`config.mk`:
```
export PLATFORM = sky130hd
export DESIGN_NAME = alu_input_sequencer_flat
export DESIGN_NICKNAME = d
export VERILOG_FILES = /design/src/rtl/alu_seq_pkg.sv /design/src/rtl/alu_input_sequencer_if.sv /design/src/rtl/button_debounce.sv /design/src/rtl/alu_input_sequencer.sv /design/src/flat_wrapper.sv
export SDC_FILE = /design/constraint.sdc
export NUM_CORES = 1
export LEC_CHECK = 0
export BUFFER_PORTS_ARGS = -buffer_cell sky130_fd_sc_hd__buf_2
export CAP_MARGIN = 10
export CORE_AREA = 5 5 64 66
export CTS_CLUSTER_SIZE = 8
export DETAILED_ROUTE_END_ITERATION = 10
export DIE_AREA = 0 0 69 71
export PLACE_DENSITY = 0.93
export SYNTH_ARGS = -nofsm -noshare
export SYNTH_HDL_FRONTEND = slang
export SYNTH_HIERARCHICAL = 1
export SYNTH_SLANG_ARGS = --single-unit
```
`constraint.sdc`:
```
create_clock -name clk -period 4.8 [get_ports clk]
set_input_delay 0.48 -clock clk [delete_from_list [all_inputs] [get_ports clk]]
set_output_delay 0.48 -clock clk [all_outputs]
set_load 0.02 [all_outputs]
```
`src/rtl/alu_seq_pkg.sv`:
```
// Shared types for the ALU input sequencer: FSM states, ALU operation codes
// and flag bit positions within the {N,Z,C,V} flag vector.
package alu_seq_pkg;

   // Low two bits are what the LEDs see; S_SHOW aliases S_EXEC there.
   typedef enum logic [2:0] {
      S_LOAD_A  = 3'd0,
      S_LOAD_B  = 3'd1,
      S_LOAD_OP = 3'd2,
      S_EXEC    = 3'd3,
      S_SHOW    = 3'd7
   } state_t;

   typedef enum logic [1:0] {
      ALU_ADD = 2'd0,
      ALU_SUB = 2'd1,
      ALU_AND = 2'd2,
      ALU_OR  = 2'd3
   } alu_op_t;

   localparam int FLAG_N = 3;
   localparam int FLAG_Z = 2;
   localparam int FLAG_C = 1;
   localparam int FLAG_V = 0;

   function automatic logic [1:0] state_led(input state_t s);
      logic [2:0] v;
      v = s;
      return v[1:0];
   endfunction

endpackage

```
`src/rtl/alu_input_sequencer_if.sv`:
```
// Bus between the input sequencer (master) and the combinational ALU (slave):
// operands and select out, result and {N,Z,C,V} flags back.
interface alu_input_sequencer_if #(
   parameter int WIDTH = 4
);
   logic [WIDTH-1:0] alu_a;
   logic [WIDTH-1:0] alu_b;
   logic [1:0]       alu_sel;
   logic [WIDTH-1:0] alu_result;
   logic [3:0]       alu_flags;

   modport master (
      output alu_a,
      output alu_b,
      output alu_sel,
      input  alu_result,
      input  alu_flags
   );

   modport slave (
      input  alu_a,
      input  alu_b,
      input  alu_sel,
      output alu_result,
      output alu_flags
   );
endinterface

```
`src/rtl/button_debounce.sv`:
```
// Push-button conditioner: 2-FF synchronizer, stability counter and a
// single-cycle press pulse on each accepted 0->1 level change.
module button_debounce #(
   parameter int DEBOUNCE_CYCLES = 500000
) (
   input  logic clk,
   input  logic rst,
   input  logic btn_raw,
   output logic press
);
   localparam int CW = (DEBOUNCE_CYCLES < 2) ? 1 : $clog2(DEBOUNCE_CYCLES);
   localparam logic [CW-1:0] CNT_LAST = CW'(DEBOUNCE_CYCLES - 1);

   logic          r_sync1;
   logic          r_sync2;
   logic          r_level;
   logic          r_press;
   logic [CW-1:0] r_cnt;

   // The level flips on the DEBOUNCE_CYCLES-th consecutive differing sample.
   always_ff @(posedge clk) begin
      if (rst) begin
         r_sync1 <= 1'b0;
         r_sync2 <= 1'b0;
         r_level <= 1'b0;
         r_press <= 1'b0;
         r_cnt   <= '0;
      end else begin
         r_sync1 <= btn_raw;
         r_sync2 <= r_sync1;
         r_press <= 1'b0;
         if (r_sync2 != r_level) begin
            if (r_cnt == CNT_LAST) begin
               r_level <= r_sync2;
               r_press <= r_sync2;
               r_cnt   <= '0;
            end else begin
               r_cnt <= r_cnt + CW'(1);
            end
         end else begin
            r_cnt <= '0;
         end
      end
   end

   assign press = r_press;

endmodule

```
`src/rtl/alu_input_sequencer.sv`:
```
// Board-operable front end for the 4-bit ALU: one debounced press per field
// (A, B, op), then capture of the ALU result. Option: ACCUMULATE_EN.
module alu_input_sequencer
   import alu_seq_pkg::*;
#(
   parameter int WIDTH           = 4,
   parameter int DEBOUNCE_CYCLES = 500000
) (
   input  logic                  clk,
   input  logic                  rst,
   input  logic [WIDTH-1:0]      sw,
   input  logic [1:0]            sw_op,
   input  logic                  btn_next,
   alu_input_sequencer_if.master alu_bus,
   output logic [WIDTH-1:0]      result_q,
   output logic [3:0]            flags_q,
   output logic [1:0]            state_o,
   output logic                  done
);
   logic             w_press;
   state_t           r_state;
   logic [WIDTH-1:0] r_a;
   logic [WIDTH-1:0] r_b;
   alu_op_t          r_sel;
   logic [WIDTH-1:0] r_result;
   logic [3:0]       r_flags;
   logic             r_done;

   button_debounce #(
      .DEBOUNCE_CYCLES(DEBOUNCE_CYCLES)
   ) u_btn (
      .clk    (clk),
      .rst    (rst),
      .btn_raw(btn_next),
      .press  (w_press)
   );

   // Field-loading FSM; S_EXEC ignores the button so a press there is dropped.
   always_ff @(posedge clk) begin
      if (rst) begin
         r_state  <= S_LOAD_A;
         r_a      <= '0;
         r_b      <= '0;
         r_sel    <= ALU_ADD;
         r_result <= '0;
         r_flags  <= 4'b0000;
         r_done   <= 1'b0;
      end else begin
         case (r_state)
            S_LOAD_A: begin
               if (w_press) begin
                  r_a     <= sw;
                  r_state <= S_LOAD_B;
               end
            end
            S_LOAD_B: begin
               if (w_press) begin
                  r_b     <= sw;
                  r_state <= S_LOAD_OP;
               end
            end
            S_LOAD_OP: begin
               if (w_press) begin
                  r_sel   <= alu_op_t'(sw_op);
                  r_state <= S_EXEC;
               end
            end
            S_EXEC: begin
               r_result <= alu_bus.alu_result;
               r_flags  <= alu_bus.alu_flags;
               r_done   <= 1'b1;
               r_state  <= S_SHOW;
            end
            S_SHOW: begin
               if (w_press) begin
                  r_done <= 1'b0;
`ifdef ACCUMULATE_EN
                  r_a     <= r_result;
                  r_state <= S_LOAD_B;
`else
                  r_state <= S_LOAD_A;
`endif
               end
            end
            default: begin
               r_state <= S_LOAD_A;
               r_done  <= 1'b0;
            end
         endcase
      end
   end

   assign alu_bus.alu_a   = r_a;
   assign alu_bus.alu_b   = r_b;
   assign alu_bus.alu_sel = r_sel;
   assign result_q        = r_result;
   assign flags_q         = r_flags;
   assign done            = r_done;
   assign state_o         = state_led(r_state);

endmodule
```
`src/flat_wrapper.sv`:
```
// flat-port wrapper written by rule: the top's interface ports become plain ports
module alu_input_sequencer_flat import alu_seq_pkg::*;
#(
   parameter int WIDTH           = 4,
   parameter int DEBOUNCE_CYCLES = 500000
)
  (clk, rst, sw, sw_op, btn_next, result_q, flags_q, state_o, done, alu_bus_alu_a, alu_bus_alu_b, alu_bus_alu_sel, alu_bus_alu_result, alu_bus_alu_flags);
  alu_input_sequencer_if #(.WIDTH(WIDTH)) alu_bus_i ();
  input  logic clk;
  input  logic rst;
  input  logic [WIDTH-1:0] sw;
  input  logic [1:0] sw_op;
  input  logic btn_next;
  output logic [WIDTH-1:0] result_q;
  output logic [3:0] flags_q;
  output logic [1:0] state_o;
  output logic done;
  output wire logic [$bits(alu_bus_i.alu_a)-1:0] alu_bus_alu_a;
  output wire logic [$bits(alu_bus_i.alu_b)-1:0] alu_bus_alu_b;
  output wire logic [$bits(alu_bus_i.alu_sel)-1:0] alu_bus_alu_sel;
  input wire logic [$bits(alu_bus_i.alu_result)-1:0] alu_bus_alu_result;
  input wire logic [$bits(alu_bus_i.alu_flags)-1:0] alu_bus_alu_flags;
  assign alu_bus_alu_a = alu_bus_i.alu_a;
  assign alu_bus_alu_b = alu_bus_i.alu_b;
  assign alu_bus_alu_sel = alu_bus_i.alu_sel;
  assign alu_bus_i.alu_result = alu_bus_alu_result;
  assign alu_bus_i.alu_flags = alu_bus_alu_flags;
  alu_input_sequencer #(.WIDTH(WIDTH), .DEBOUNCE_CYCLES(DEBOUNCE_CYCLES)) u_core (.clk(clk), .rst(rst), .sw(sw), .sw_op(sw_op), .btn_next(btn_next), .alu_bus(alu_bus_i), .result_q(result_q), .flags_q(flags_q), .state_o(state_o), .done(done));
endmodule
```
==> flow_summary_export.csv <==
group,metric,value,unit
worst_setup_path,crit-reg2reg-launch,"u_core/r_state[0]$_SDFFE_PP0P_",
timing,slew_headroom,37.00,%
route,wl_per_cell,12.25,microns
placed_design,gp_congestion,0.8595,
worst_hold_path,worstHoldPathCells,3,
timing,rsz0062_at_grt,"no",
yosys,syn_inst,206,
clock_tree,clk_path_buf_depth,2,
worst_setup_path,critPathTopFamily,"simple AND/OR/NAND/NOR gates",
final_layout,antenna_cells,0,
worst_setup_path,path_class,"flop to flop",
worst_setup_path,rr_worst_depth,3,
outcome,status,"completed",
yosys,synthesis.nets,224,
final_layout,postLayoutCoreUtil,62.29,%
final_layout,register_area,900.9,sq um
power,vdd_drop_max,0.2125,mV
yosys,synthAdderAreaFrac,0.6414,%
route,vias_per_cell,5.287,
grt,grt_usage,15.04,%
route,vias,1528,
route,drc,0,
floorplan,start_util,55.36,%
yosys,synth_xor_area_share,6.735,%
yosys,synthMuxAreaShare,6.286,%
final_layout,multiInputGateArea,969.7,sq um
yosys,synth_top_area_share,46.18,%
floorplan,coreArea,0.003523,sq mm
yosys,yosysSeqAreaShare,46.18,%
placed_design,hpwl,2.609,mm
grt,grt_start_max_net_pins,29,
worst_setup_path,worstPathMaxFanout,12,
worst_setup_path,r2r-end,"u_core/alu_bus.alu_b[2]$_SDFFE_PP0P_",
final_layout,nFillCells,310,
grt,antenna_found_initial,0,
grt,grt_pass1_vias,1398,
yosys,synth_area_leaders,"dfxtp_1 46%, xnor2_1 5.8%, nor2_1 5.4%",
run,max-cap-violations,0,
grt,grt_remaining_overflow,0,
worst_hold_path,hp-start,"alu_bus_alu_flags[3]",
placed_design,place_area,0.002135,sq mm
final_layout,final_area,0.002195,sq mm
worst_setup_path,crit_chain,"nor4bb_1, mux2i_1, nor2_1",
floorplan,die-area,0.004899,sq mm
clock_tree,cts.sinks,45,
yosys,syn_area,0.001951,sq mm
yosys,synth.largest_area_cell,"dfxtp_1",
floorplan,die_h,71,microns
worst_hold_path,holdPathEnd,"u_core/flags_q[3]$_SDFFE_PP0P_",
timing,clock_skew,11.18,ps
worst_setup_path,regToRegSetupSlack,2940,ps
clock_tree,clock_latency,360,ps
clock_tree,cts_buffers,5,
timing,clock.fmax,536.4,MHz
timing,min_period,1864,ps
yosys,synth_seq_cells,45,
placed_design,dp_cells,281,
route,finalWirelength,3.540,mm
worst_setup_path,worstPathArrival,2120,ps
worst_setup_path,endpoint_kind,"flop",
timing,slew_viol_final,0,
clock_tree,cts_setup_buffers,0,
timing,finalSetupTns,0,ps
final_layout,finalNonFillerCells,289,
route,postRouteAntennaNets,0,
clock_tree,h-tree-depth,2,
floorplan,io_pins,38,
yosys,synth.distinct_cells,41,
clock_tree,cts_root_buf,"clkbuf_4",
timing,finalCritPeriodShare,38.84,%
final_layout,fin_nets,258,
route,drtIter0Drc,70,
timing,setup_viol,0,
clock_tree,cts_resized,0,
floorplan,die-width,69,microns
timing,worst_pin_slew,932.3,ps
worst_hold_path,hp-class,"input port to flop",
clock_tree,clk_pin_slew,130,ps
worst_setup_path,worstPathRequired,5050,ps
worst_setup_path,worst_setup_path_start_kind,"flop",
clock_tree,hold_buffers,0,
route,drt_first_pass_iters,4,
clock_tree,cts_tree,"yes",
final_layout,drive_above_1_share,24.90,%
yosys,yosys_warnings,6,
worst_setup_path,cp_slowest_stage_delay,860,ps
power,p_leak,0.8459,nW
placed_design,port_buffers,37,
yosys,synth_compound_area_share,6.158,%
worst_setup_path,slowest_stage,"nor4bb_1",
grt,grt_pass1_wl,6.065,mm
final_layout,synthToLayoutAreaGrowth,12.51,%
floorplan,floorplan.rows,22,
timing,hold_violations,0,
power,power.density,258.9,mW/mm^2
yosys,yosys.area_share.simple,29.89,%
yosys,avgSynthCellArea,9.469,sq um
yosys,synth_top_family_by_area,"simple AND/OR/NAND/NOR gates",
worst_setup_path,critPathBufInv,0,
-- state kept, by name, summed over array words and instances (netlist names) --
name / flops
u_core/alu_bus.alu_a: 4
u_core/alu_bus.alu_b: 4
u_core/alu_bus.alu_sel: 2
u_core/done: 1
u_core/flags_q: 4
u_core/r_state: 3
u_core/result_q: 4
u_core/u_btn/press: 1
u_core/u_btn/r_cnt: 19
u_core/u_btn/r_level: 1
u_core/u_btn/r_sync1: 1
u_core/u_btn/r_sync2: 1
-- worst reg2reg max path, stage by stage, from the launching register on --
cell	delay (ps)
dfxtp_1	580
nor4bb_1	870
mux2i_1	260
nor2_1	50
-- Yosys cell counts (all sizes together) --
cell type,instances
nand4,4
and2,1
o31ai,1
nor2,28
o21ai,3
xor2,2
dfxtp,45
clkbuf,2
nand3b,2
mux2i,10
inv,5
and3,6
mux2,2
and4b,1
buf,8
nand4b,1
nor4b,4
a21oi,15
nor2b,3
o21a,1
and4bb,1
nand3,10
nand2,23
o221a,1
nor3,4
nor4bb,1
ha,1
xnor2,13
and3b,2
nor4,6
-- cell type report --
cell class              count  share of cell area [%]
inverters                   5                  0.8552
repair buffers             37                   8.438
well taps                  48                   2.737
clock inverters             3                   1.026
multi-input cells         146                   44.18
flip-flops and latches     45                   41.05
clock buffers               5                   1.710
-- power breakdown --
group	total (mW)	switching, mW	internal (mW)
Combinational	0.0132	0.00717	0.00605
Sequential	0.375	0.000815	0.374
Clock	0.180	0.122	0.0580
Total	0.568	0.130	0.439
-- placed cells by master (no fill, tap or decap), types with 3 or more instances in the layout --
cell type	count
nor2_1	28
inv_1	5
nor4_1	4
xnor2_1	13
dfxtp_1	45
a21oi_1	15
buf_2	37
mux2i_1	10
nor3_1	4
nor2b_1	3
nand3_1	9
clkbuf_4	5
nand2_1	23
and3_1	4
-- worst max-delay path by stage --
stage | startpoint | to | cells after the start
after floorplan | u_core/u_btn/r_cnt[0]$_SDFF_PP0_ | u_core/u_btn/r_cnt[18]$_SDFF_PP0_ | 5
after global placement | u_core/r_state[0]$_SDFFE_PP0P_ | u_core/alu_bus.alu_b[3]$_SDFFE_PP0P_ | 3
after detailed placement | u_core/r_state[0]$_SDFFE_PP0P_ | u_core/alu_bus.alu_b[2]$_SDFFE_PP0P_ | 3
after CTS | u_core/r_state[0]$_SDFFE_PP0P_ | u_core/alu_bus.alu_b[2]$_SDFFE_PP0P_ | 3
after global routing | u_core/r_state[0]$_SDFFE_PP0P_ | u_core/alu_bus.alu_b[2]$_SDFFE_PP0P_ | 3
final | u_core/r_state[0]$_SDFFE_PP0P_ | u_core/alu_bus.alu_b[2]$_SDFFE_PP0P_ | 3
-- through the flow --
stage                     hold slack [ps]  setup slack [ps]  power, mW
after floorplan                     413.8              3241     0.3885
after CTS                           330.3              2917     0.5754
after detailed placement            444.1              2926     0.3970
after global placement              417.8              3003     0.3966
after global routing                332.1              2745     0.5920
final                               341.8              2936     0.5683
-- per-layer routing --
layer / up-vias / part of all wire (%) / global-route usage [%]
met5: - / 0 / 0
met4: 0 / 2.1 / 7.809
met3: 7 / 5.3 / 4.545
met2: 37 / 47 / 24.05
met1: 702 / 46 / 18.27
li1: 782 / - / -
-- logic make-up after synthesis --
family | count (synthesis)
AO/OA/AOI/OAI | 21
XOR/XNOR | 15
adder cells (fa/ha/maj) | 1
buffers and inverters | 15
flip-flops | 45
multiplexers | 12
AND/OR/NAND/NOR | 97
(Power assumes the default switching activity.)
